`config.mk`:
```
export PLATFORM = sky130hd
export DESIGN_NAME = result_display_flat
export DESIGN_NICKNAME = d
export VERILOG_FILES = /design/src/rtl/result_display_if.sv /design/src/rtl/result_display.sv /design/src/flat_wrapper.sv
export SDC_FILE = /design/constraint.sdc
export NUM_CORES = 1
export LEC_CHECK = 0
export CORE_MARGIN = 1.5
export CORE_UTILIZATION = 50
export CTS_BUF_LIST = sky130_fd_sc_hd__clkbuf_8
export DETAILED_ROUTE_END_ITERATION = 6
export GPL_TIMING_DRIVEN = 1
export PLACE_DENSITY = 0.73
export SLEW_MARGIN = 10
export SYNTH_ARGS = -nofsm -noshare
export SYNTH_HDL_FRONTEND = slang
export SYNTH_SLANG_ARGS = --single-unit
```
`constraint.sdc`:
```
create_clock -name clk -period 5.1 [get_ports clk]
set_clock_uncertainty 0.2 [all_clocks]
set_input_delay 1.02 -clock clk [delete_from_list [all_inputs] [get_ports clk]]
set_output_delay 1.02 -clock clk [all_outputs]
set_load 0.02 [all_outputs]
```
`src/rtl/result_display_if.sv`:
```
// result_display_if
//   Valid/ready handshake that carries the 4-bit sign-magnitude result from the
//   signed add/sub stage into the display block.
//
//   Signals
//     in_valid   upstream -> display   result_in holds a result to be taken
//     in_ready   display  -> upstream  display accepts result_in this cycle
//     result_in  upstream -> display   [3] sign, [2:0] magnitude
//
//   Modports
//     master  the add/sub stage (drives in_valid/result_in)
//     slave   the display block (drives in_ready)
interface result_display_if;
    logic       in_valid;
    logic       in_ready;
    logic [3:0] result_in;

    modport master (
        output in_valid,
        output result_in,
        input  in_ready
    );

    modport slave (
        input  in_valid,
        input  result_in,
        output in_ready
    );
endinterface

```
`src/rtl/result_display.sv`:
```
// result_display
//   Captures the signed add/sub result through a valid/ready handshake and shows
//   it on a 2-digit, time-multiplexed, common-anode 7-segment display:
//   digit 0 is the magnitude (0..7), digit 1 is a minus sign or blank.
//
//   Parameters
//     REFRESH_DIV   clocks each digit stays lit (>= 2); one frame = 2 digit slots
//     BLINK_FRAMES  frames of blinking after each capture (>= 1, blink build only)
//
//   Ports
//     clk   in   system clock, rising edge
//     rst   in   asynchronous, active-high reset
//     up    slave side of result_display_if (in_valid, in_ready, result_in)
//     seg   out  active-low segments {g,f,e,d,c,b,a}
//     an    out  active-low digit enables: an[0] magnitude digit, an[1] sign digit
//
//   Build option
//     FRESH_BLINK_EN  when defined, every newly captured value blinks for
//                     BLINK_FRAMES frames (even frames dark, odd frames lit) and
//                     no new value is accepted until the blink is over. When not
//                     defined, every valid result is taken immediately and the
//                     display is never blanked.
module result_display #(
    parameter int REFRESH_DIV  = 50000,
    parameter int BLINK_FRAMES = 4
) (
    input  logic            clk,
    input  logic            rst,
    result_display_if.slave up,
    output logic [6:0]      seg,
    output logic [1:0]      an
);

    // Parameter sanity: a slot needs at least two clocks and a blink at least
    // one frame, otherwise the counters below degenerate.
    if (REFRESH_DIV < 2) begin : g_bad_refresh_div
        $error("result_display: REFRESH_DIV must be >= 2");
    end
    if (BLINK_FRAMES < 1) begin : g_bad_blink_frames
        $error("result_display: BLINK_FRAMES must be >= 1");
    end

    localparam int               DIV_W    = $clog2(REFRESH_DIV);
    localparam logic [DIV_W-1:0] DIV_LAST = DIV_W'(REFRESH_DIV - 1);

    localparam logic [6:0] SEG_BLANK = 7'h7F;
    localparam logic [6:0] SEG_MINUS = 7'h3F;
    localparam logic [1:0] AN_MAG    = 2'b10;
    localparam logic [1:0] AN_SIGN   = 2'b01;
    localparam logic [1:0] AN_OFF    = 2'b11;

    logic [DIV_W-1:0] div_cnt;
    logic             digit_sel;
    logic [3:0]       result_reg;
    logic             slot_wrap;
    logic             capture;
    logic             dark;
    logic [6:0]       mag_code;
    logic [6:0]       seg_next;
    logic [1:0]       an_next;

    // A transfer happens whenever both sides agree on the same rising edge.
    assign capture   = up.in_valid && up.in_ready;
    assign slot_wrap = (div_cnt == DIV_LAST);

    // Slot timer: div_cnt runs 0..REFRESH_DIV-1, and each wrap hands the
    // display over to the other digit. It is free running and never restarted
    // by a capture, so the refresh rhythm is independent of the data traffic.
    always_ff @(posedge clk or posedge rst) begin
        if (rst) begin
            div_cnt   <= '0;
            digit_sel <= 1'b0;
        end else if (slot_wrap) begin
            div_cnt   <= '0;
            digit_sel <= ~digit_sel;
        end else begin
            div_cnt   <= div_cnt + DIV_W'(1);
        end
    end

    // Result holding register. The value is stored exactly as received; no
    // arithmetic is ever done on it, the sign only decides what digit 1 shows.
    always_ff @(posedge clk or posedge rst) begin
        if (rst) begin
            result_reg <= 4'b0000;
        end else if (capture) begin
            result_reg <= up.result_in;
        end
    end

`ifdef FRESH_BLINK_EN
    typedef enum logic {
        IDLE,
        BLINK
    } state_t;

    localparam int              FC_W    = $clog2(BLINK_FRAMES + 1);
    localparam logic [FC_W-1:0] FC_LAST = FC_W'(BLINK_FRAMES - 1);

    state_t          state;
    state_t          state_next;
    logic [FC_W-1:0] frame_cnt;
    logic            frame_end;

    // A frame is a magnitude slot followed by a sign slot, so a frame closes
    // on the wrap that takes digit_sel from 1 back to 0.
    assign frame_end = slot_wrap && digit_sel;

    // Blink state register.
    always_ff @(posedge clk or posedge rst) begin
        if (rst) begin
            state <= IDLE;
        end else begin
            state <= state_next;
        end
    end

    // Blink sequencing. While idle the block is ready and the first capture
    // starts a blink. During the blink the handshake is closed, so held-off
    // results stay with the upstream stage. The blink ends on the frame end
    // that completes the last blink frame; ready comes back with IDLE.
    always_comb begin
        state_next  = state;
        up.in_ready = 1'b0;
        case (state)
            IDLE: begin
                up.in_ready = 1'b1;
                if (up.in_valid) begin
                    state_next = BLINK;
                end
            end
            BLINK: begin
                if (frame_end && (frame_cnt == FC_LAST)) begin
                    state_next = IDLE;
                end
            end
            default: begin
                state_next = IDLE;
            end
        endcase
    end

    // Frames elapsed since the capture. Restarting at the capture edge means
    // frame 0 is whatever is left of the current frame, so it can be short.
    always_ff @(posedge clk or posedge rst) begin
        if (rst) begin
            frame_cnt <= '0;
        end else if (capture) begin
            frame_cnt <= '0;
        end else if ((state == BLINK) && frame_end) begin
            frame_cnt <= frame_cnt + FC_W'(1);
        end
    end

    // Even blink frames switch both digits off; odd ones show them normally.
    assign dark = (state == BLINK) && !frame_cnt[0];
`else
    // Without blinking the display never stalls the add/sub stage.
    assign up.in_ready = 1'b1;
    assign dark        = 1'b0;
`endif

    // Digit decode. The magnitude pattern table is the standard active-low
    // 7-segment font for 0..7. The sign digit shows a minus only for a real
    // negative number, so negative zero reads as a plain "0".
    always_comb begin
        mag_code = SEG_BLANK;
        case (result_reg[2:0])
            3'd0:    mag_code = 7'h40;
            3'd1:    mag_code = 7'h79;
            3'd2:    mag_code = 7'h24;
            3'd3:    mag_code = 7'h30;
            3'd4:    mag_code = 7'h19;
            3'd5:    mag_code = 7'h12;
            3'd6:    mag_code = 7'h02;
            3'd7:    mag_code = 7'h78;
            default: mag_code = SEG_BLANK;
        endcase

        seg_next = mag_code;
        an_next  = AN_MAG;
        if (digit_sel) begin
            an_next = AN_SIGN;
            if (result_reg[3] && (result_reg[2:0] != 3'd0)) begin
                seg_next = SEG_MINUS;
            end else begin
                seg_next = SEG_BLANK;
            end
        end

        if (dark) begin
            an_next = AN_OFF;
        end
    end

    // Output registers. They sample the slot and value as they stand after the
    // previous edge, so a capture coinciding with a slot change shows the new
    // value in the new slot one edge later, and the pins never glitch.
    always_ff @(posedge clk or posedge rst) begin
        if (rst) begin
            seg <= SEG_BLANK;
            an  <= AN_OFF;
        end else begin
            seg <= seg_next;
            an  <= an_next;
        end
    end

endmodule

```
`src/flat_wrapper.sv`:
```
// flat-port wrapper written by rule: the top's interface ports become plain ports
module result_display_flat 
#(
    parameter int REFRESH_DIV  = 50000,
    parameter int BLINK_FRAMES = 4
)
  (clk, rst, seg, an, up_in_valid, up_result_in, up_in_ready);
  result_display_if up_i ();
  input  logic clk;
  input  logic rst;
  output logic [6:0] seg;
  output logic [1:0] an;
  input wire logic [$bits(up_i.in_valid)-1:0] up_in_valid;
  input wire logic [$bits(up_i.result_in)-1:0] up_result_in;
  output wire logic [$bits(up_i.in_ready)-1:0] up_in_ready;
  assign up_i.in_valid = up_in_valid;
  assign up_i.result_in = up_result_in;
  assign up_in_ready = up_i.in_ready;
  result_display #(.REFRESH_DIV(REFRESH_DIV), .BLINK_FRAMES(BLINK_FRAMES)) u_core (.clk(clk), .rst(rst), .up(up_i), .seg(seg), .an(an));
endmodule
```
Word-level counts from Yosys, hierarchy flattened --
Memory sizes are Yosys's and may differ from the RTL's. Index checks and enable logic that the tools add are counted.
Storage, ports and cells: ROM bits 56, memories kept 1, register bits 30
Memory list:
- (name not given) | depth 8, bits a word 7, read ports 1, clocked after Yosys merged registers in 0, write ports 0, line result_display.sv:168 | case (result_reg[2:0])
Cells by class: muxes and demuxes 4, add/sub/neg operators 1, reductions and logical operators 2, bitwise gates (word level) 1, equal/unequal tests 1
Operators with widths (count):
- $add A16 B1 Y16 const B | 1
- $eq A16 B16 Y1 const B | 1
- $mux W16 | 1
- $mux W7 | 2
- $reduce_bool A3 Y1 | 1
- $mux W2 | 1
- $logic_and A1 B1 Y1 | 1
- $not A1 Y1 | 1

Longest topological paths before layout --
Gate-level depths: netlist (run 1).
depth after elaboration 4, depth in mapped cells 5, depth with buffers taken out 5

Worst setup path after synthesis (run 1) --
No wires, ideal clock.
kind register to register, from register u_core.div_cnt[7], to register u_core.div_cnt[9], stages on the path, launching flop included 4, data arrival time 1.522 ns, path slack 3.234 ns, clock period less this slack 1.866 ns, buffers on the path 0, cells stage by stage dfrtp_1 > or4b_4 > nor4_4 > o21ai_0
Between the ends: word-level cells in the longest chain between the ends 2
RTL lines:
- from (decl) | line result_display.sv:52 | logic [DIV_W-1:0] div_cnt;
- from (signal assigned) | line result_display.sv:77 | div_cnt <= div_cnt + DIV_W'(1);
- $add A16 B1 Y16 or $eq A16 B16 Y1 (tied branches) | line result_display.sv:77, result_display.sv:64
- $mux W16 (*) | line result_display.sv:73 | end else if (slot_wrap) begin
Every way passes the cells marked *; elsewhere a longest branch is shown, timed or not. A chain may end at the register's enable or synchronous reset.

Worst setup path after layout (run 1) --
from register u_core.seg[4], to output seg[4]
RTL lines:
- from (decl) | line result_display.sv:30 | output logic [6:0] seg,
- from (signal assigned) | line result_display.sv:204 | seg <= seg_next;
- to (decl) | line flat_wrapper.sv:11 | output logic [6:0] seg;
No word-level cell between the ends.

==> run metrics, run 1 <==
RSZ-0062 raised after global routing no; initial antenna violation count 0; I/O pins 17; CTS hold repair buffers 0; Leakage Power 0.759 nW; Yosys reg bits 30; Syn Std Cell Area around 1300 µm²; Sw Pwr 0.000119 W; Yosys top cell area share 39.3%; Die ar. between 2000 and 3000 µm²; CTS tree yes; CTS Sinks 30; Diodes inserted 0; Hold Violations, Final 0; Worst Setup End Kind output pin; share of cells above drive strength 1 between 10% and 20%; Layout Nets 155; status finished, final reports clean; Commonest cells post-synth dfrtp_1 (21), nor2_1 (15), nand2_1 (11), dfstp_2 (9); ys async rst share between 90% and 100%; final slew viol count 0; gr ovfl total 0; Mean Syn Cell Area between 10 and 15 µm²; Post-DP HPWL around 1600 µm; vias in the first global route between 800 and 900; Worst Hold Class register to register; post-DR vias/cell roughly 5.3; Num CTS Buffers 5; Buf+Inv Stages, Crit Path 1; syn nets around 140; CP Max Fanout 1; final period utilization roughly half; total power between 0.0005 and 0.0006 W; first-pass GRT wire length 3610 µm; pre-CTS WS ~2.6 ns; post-layout min period between 2 and 3 ns; power share of the combinational group around a tenth; Clock Latency Late Sink approximately 0.28 ns; CP Data Required Time ~3.9 ns; maximum clock insertion buffer count 2; TritonRoute pass-1 iters 4; Crit Path Category register to output pin; CP Launch Type register; Net Sw Frac about a quarter; CP max stage cell clkdlybuf4s50_1; CORE AREA 2500 µm²; Die H 54.7 µm; Flop pwr share roughly half; PwrDens between 300 and 400 nW/µm²; CTS Root Cell clkbuf_8; cts repair resizes 0; most frequent cell after synthesis dfrtp_1; DR iter-0 viols 11; synth top area cells dfrtp_1 (39%), dfstp_2 (18%), ha_1 (5.6%); synthesized instance count ~120; Setup WS post-layout between 2 and 2.5 ns; Site Rows 18; max FFs per register 16; initial core utilization between 50% and 60%; area leader, netlist dfrtp_1; postcts setup bufs 0; gpl congestion between 0.7 and 0.8; PortBufs 15; pin count of the biggest net entering global routing 31; Finish-stage setup viols 0; Final ANT Viol Nets 0; CP max stage delay between 0.5 and 0.6 ns; Slew HR 28.7%; Netlist cell types 25; CP delay by family, top buffers and inverters; post-synthesis sequential area ratio between 50% and 60%; final wirelength 2250 µm; Top FF cell, synth dfrtp_1; VDD IR-drop max around 0.27 mV; worst slew pin tran 1.07 ns; clk slew on worst S/H paths around 0.060 ns; max cap viols 0; GRT Total Usage between 10% and 20%; die width around 55 µm; Yosys warnings 0; WHS 0.226 ns; DR WL/cell 13.0 µm; FMAX 383 MHz; internal power between 0.0003 and 0.0004 W; worst path arrival time about 1.4 ns; EDFF count, synth 0; Fin Setup TNS 0 ns; share of total power in the clock network between 30 and 40%; drc violations 0; vias approximately 920; worst path cell trace clkdlybuf4s50_1; H-tree depth 2; synthesis-to-finish area growth 20.0%
==> power groups by stage <==
| stage | registers, W | clock network, W | logic (W) |
|---|---|---|---|
| after detailed placement | 0.000264 | 0 | 0.0000530 |
| final | 0.000260 | 0.000191 | 0.0000530 |
| after global placement | 0.000264 | 0 | 0.0000521 |
| after global routing | 0.000262 | 0.000205 | 0.0000594 |
| after CTS | 0.000260 | 0.000194 | 0.0000539 |
| after floorplan | 0.000272 | 0 | 0.0000216 |
==> kinds of logic (layout without fill, tap and decap cells) <==
group                    Yosys count  in the layout  share of synthesized area, %
multiplexers                       4              4                          3.18
adder cells (fa/ha/maj)            6              6                          5.61
AND/OR/NAND/NOR                   46             46                          17.5
flip-flops                        30             30                          56.9
AO/OA/AOI/OAI                     10             10                          4.02
XOR/XNOR                          14             14                          9.16
buffers and inverters             11             32                          3.36
other                              1              1                         0.280
==> through the flow <==
stage / instance area [µm²] / std cells / utilization [%]
6_report: 1610 / 173 / 64.3
5_1_grt: 1610 / 173 / 64.3
4_1_cts: 1610 / 173 / 64.3
3_5_place_dp: 1520 / 165 / 60.6
3_3_place_gp: 1520 / 165 / 60.6
2_1_floorplan: 1340 / 122 / -
==> layout make-up <==
cell class | count | area, µm²
Inverter | 9 | 33.8
Clock inverter | 2 | 8.76
Fill cell | 208 | 893
Timing Repair Buffer | 15 | 150
Sequential cell | 30 | 762
Multi-Input combinational cell | 81 | 532
Clock buffer | 6 | 82.6
Tap cell | 30 | 37.5
==> final timing paths <==
check	startpoint	end	slack, ns	cells after the start
worst min register to register	u_core.digit_sel$_DFFE_PP0N_	u_core.an[0]$_DFF_PP1_	0.23	0
worst max-delay path	u_core.seg[4]$_DFF_PP1_	seg[4]	2.49	1
max in group asynchronous	rst	u_core.result_reg[2]$_DFFE_PP0P_	2.94	2
worst min-delay path	u_core.digit_sel$_DFFE_PP0N_	u_core.an[0]$_DFF_PP1_	0.23	0
worst max register to register	u_core.div_cnt[7]$_DFF_PP0_	u_core.div_cnt[9]$_DFF_PP0_	3.07	3
min in group asynchronous	rst	u_core.div_cnt[2]$_DFF_PP0_	1.11	2
==> layout by cell type (no fill, tap or decap), drive strengths merged <==
master and n:
dfrtp 21, nor2 15, clkdlybuf4s50 15, nand2 11
inv 10, dfstp 9, nand3 8, xnor2 8
o21ai 7, xor2 6, ha 6, clkbuf 6
nand4 4, nor4 4, mux2 2, mux2i 2
a21oi 2, or4b 1, nor3 1, and3 1
nor2b 1, o221ai 1, conb 1, clkinv 1
==> per-layer routing <==
layer	GRT usage [%]	wire length [µm]	vias to the layer above
met2	27.8	1060	23
met5	0	0	-
met1	22.1	1050	449
li1	-	-	441
met4	10.0	43	0
met3	6.56	96	6
Power figures use the tool's default switching activity.
==> run 2, diff against run 1 <==
--- a/config.mk
+++ b/config.mk
@@ -10,7 +10,7 @@
 export CTS_BUF_LIST = sky130_fd_sc_hd__clkbuf_8
 export DETAILED_ROUTE_END_ITERATION = 6
 export GPL_TIMING_DRIVEN = 1
-export PLACE_DENSITY = 0.73
+export PLACE_DENSITY = 0.76
 export SLEW_MARGIN = 10
 export SYNTH_ARGS = -nofsm -noshare
 export SYNTH_HDL_FRONTEND = slang
==> constraint.sdc (replaced) <==
create_clock -name clk -period 2.1 [get_ports clk]
set_clock_uncertainty 0.2 [all_clocks]
set_input_delay 0.42 -clock clk [delete_from_list [all_inputs] [get_ports clk]]
set_output_delay 0.42 -clock clk [all_outputs]
set_load 0.02 [all_outputs]
==> run 2 against run 1 <==
Effect of this change: die area stayed put; combinational power grew 150%; hold slack gained 0.0054 ns; count of clock-buffer cells in the layout unchanged; final cell count increased by 2.3%; sequential share of layout area fell by 0.87 points; global-route usage rose by 0.92 points; sequential cell count did not move; via count shrank 0.44%; clock power grew 140%; worst setup slack worse by 2.4 ns; power increased by 140%; critical endpoint is now seg[5]; largest cell class unchanged; highest routed layer unchanged.
==> run metrics, run 2 (synthesis gave the netlist of run 1 again) <==
status finished, final reports clean; CTS tree yes; Worst Hold Class register to register; final wirelength 2190 µm (-2.7%); worst path arrival time 1.39 ns (about the same); PortBufs 15 (unchanged); GRT Total Usage 19.1% (+0.92 points); drc violations 0 (unchanged); post-layout min period between 2 and 2.5 ns; Die H 54.7 µm (unchanged); RSZ-0062 raised after global routing no; power share of the combinational group 10.6% (about the same); Site Rows 18 (unchanged); clk slew on worst S/H paths 0.06 ns (about the same); CP max stage delay 0.60 ns (about the same); first-pass GRT wire length 3820 µm (+5.7%); Net Sw Frac 23.6% (+0.074 points); final period utilization 95.9%; fillcell total 201 (-3.4%); Diodes inserted 0 (unchanged); Buf+Inv Stages, Crit Path 1 (unchanged); DR iter-0 viols 18 (+7); fin cells 177 (+2.3%); Sw Pwr 0.000289 W (+140%); TritonRoute pass-1 iters 4 (unchanged); CP Data Required Time 1.48 ns (-2.40 ns); final slew viol count 0 (unchanged); Clock Latency Late Sink 0.28 ns (about the same); Post-DP HPWL 1610 µm (+1.3%); Final ANT Viol Nets 0 (unchanged); die width 54.7 µm (unchanged); WHS 0.232 ns (+0.00537 ns); Finish-stage setup viols 0 (unchanged); CORE AREA 2500 µm² (unchanged); Die ar. 3000 µm² (unchanged); max cap viols 0 (unchanged); multi-input logic area 532 µm² (unchanged); Reg area 762 µm² (unchanged); Flop pwr share 51.4% (-0.2 points); CP Max Fanout 1 (unchanged); cts repair resizes 0 (unchanged); Num CTS Buffers 5 (unchanged); PwrDens 750 nW/µm² (+140%); postcts setup bufs 0 (unchanged); internal power 0.000938 W (+140%); share of cells above drive strength 1 17.0% (+2.3 points); worst path cell trace clkdlybuf4s50_1; maximum clock insertion buffer count 2 (unchanged); initial core utilization 53.6% (unchanged); vias in the first global route 879 (+4.6%); Post-Place Cells 169 (+2.4%); Layout Nets 159 (+2.6%); CP delay by family, top buffers and inverters; commonest cells after routing, fill and taps aside dfrtp_1 (21), nor2_1 (15), clkdlybuf4s50_1 (15); Hold Violations, Final 0 (unchanged); CP Launch Type register; FMAX 497 MHz; synthesis-to-finish area growth 22.2%; pre-CTS WS 0.190 ns (-2.39 ns); Leakage Power 0.779 nW (+2.6%); max FFs per register 16 (unchanged); CTS Root Cell clkbuf_8; VDD IR-drop max 0.664 mV (+150%); share of total power in the clock network 37.9% (about the same); Crit Path Category register to output pin; Fin Setup TNS 0 ns (unchanged); gr ovfl total 0 (unchanged); Worst Setup End Kind output pin; initial antenna violation count 0 (unchanged); DR WL/cell 12.4 µm (-4.9%); commonest non-fill, non-tap cell in the layout dfrtp_1; post-DR vias/cell 5.17 (-2.7%); H-tree depth 2 (unchanged); gpl congestion 0.851 (+12%); CP max stage cell clkdlybuf4s50_1; Setup WS post-layout 0.0865 ns (-2.40 ns); CTS hold repair buffers 0 (unchanged); CTS Sinks 30 (unchanged); final core utilization 65.5% (+1.2 points); vias 915 (-0.44%); pin count of the biggest net entering global routing 31 (unchanged); I/O pins 17 (unchanged)
run 2: changes by cell type in the layout (fill, tap and decap cells not counted):
| cell | change |
|---|---|
| buf_4 | +4 |
run 2: path summary, 6_finish.rpt:
check / end / slack, ns / from / depth (start not counted)
max in group asynchronous: u_core.an[0]$_DFF_PP1_ / 1.08 / rst / 3
worst min-delay path: u_core.an[0]$_DFF_PP1_ / 0.23 / u_core.digit_sel$_DFFE_PP0N_ / 0
worst max-delay path: seg[5] / 0.09 / u_core.seg[5]$_DFF_PP1_ / 1
min in group asynchronous: u_core.div_cnt[7]$_DFF_PP0_ / 0.31 / rst / 3
worst min register to register: u_core.an[0]$_DFF_PP1_ / 0.23 / u_core.digit_sel$_DFFE_PP0N_ / 0
worst max register to register: u_core.digit_sel$_DFFE_PP0N_ / 0.19 / u_core.div_cnt[7]$_DFF_PP0_ / 4
run 2: power by group through the flow:
stage | Combinational (W) | Clock, W | Sequential [W]
finish | 0.000130 | 0.000465 | 0.000631
CTS | 0.000133 | 0.000480 | 0.000632
global route | 0.000144 | 0.000501 | 0.000635
global placement | 0.000128 | 0 | 0.000640
floorplan | 0.0000526 | 0 | 0.000661
detailed placement | 0.000132 | 0 | 0.000642
run 2: cell type report:
cell class	instances	area share (%)
tap	30	2.29
clock inverter	2	0.535
multi-input combinational	81	32.5
clock buffer	6	5.05
sequential	30	46.6
timing repair buffer	19	11.0
inverter	9	2.06
run 2: layer usage:
layer / vias up / track usage [%] / share of wire [%]
met2: 18 / 29.0 / 45
met4: 0 / 7.50 / 1.9
met3: 5 / 8.20 / 4.7
met1: 440 / 23.8 / 48
met5: - / 0 / 0
li1: 452 / - / -
run 2: stage by stage:
stage	instance area [µm²]	power, W
floorplan	1340	0.000714
global placement	1550	0.000769
detailed placement	1550	0.000774
CTS	1640	0.00124
global route	1640	0.00128
finish	1640	0.00123
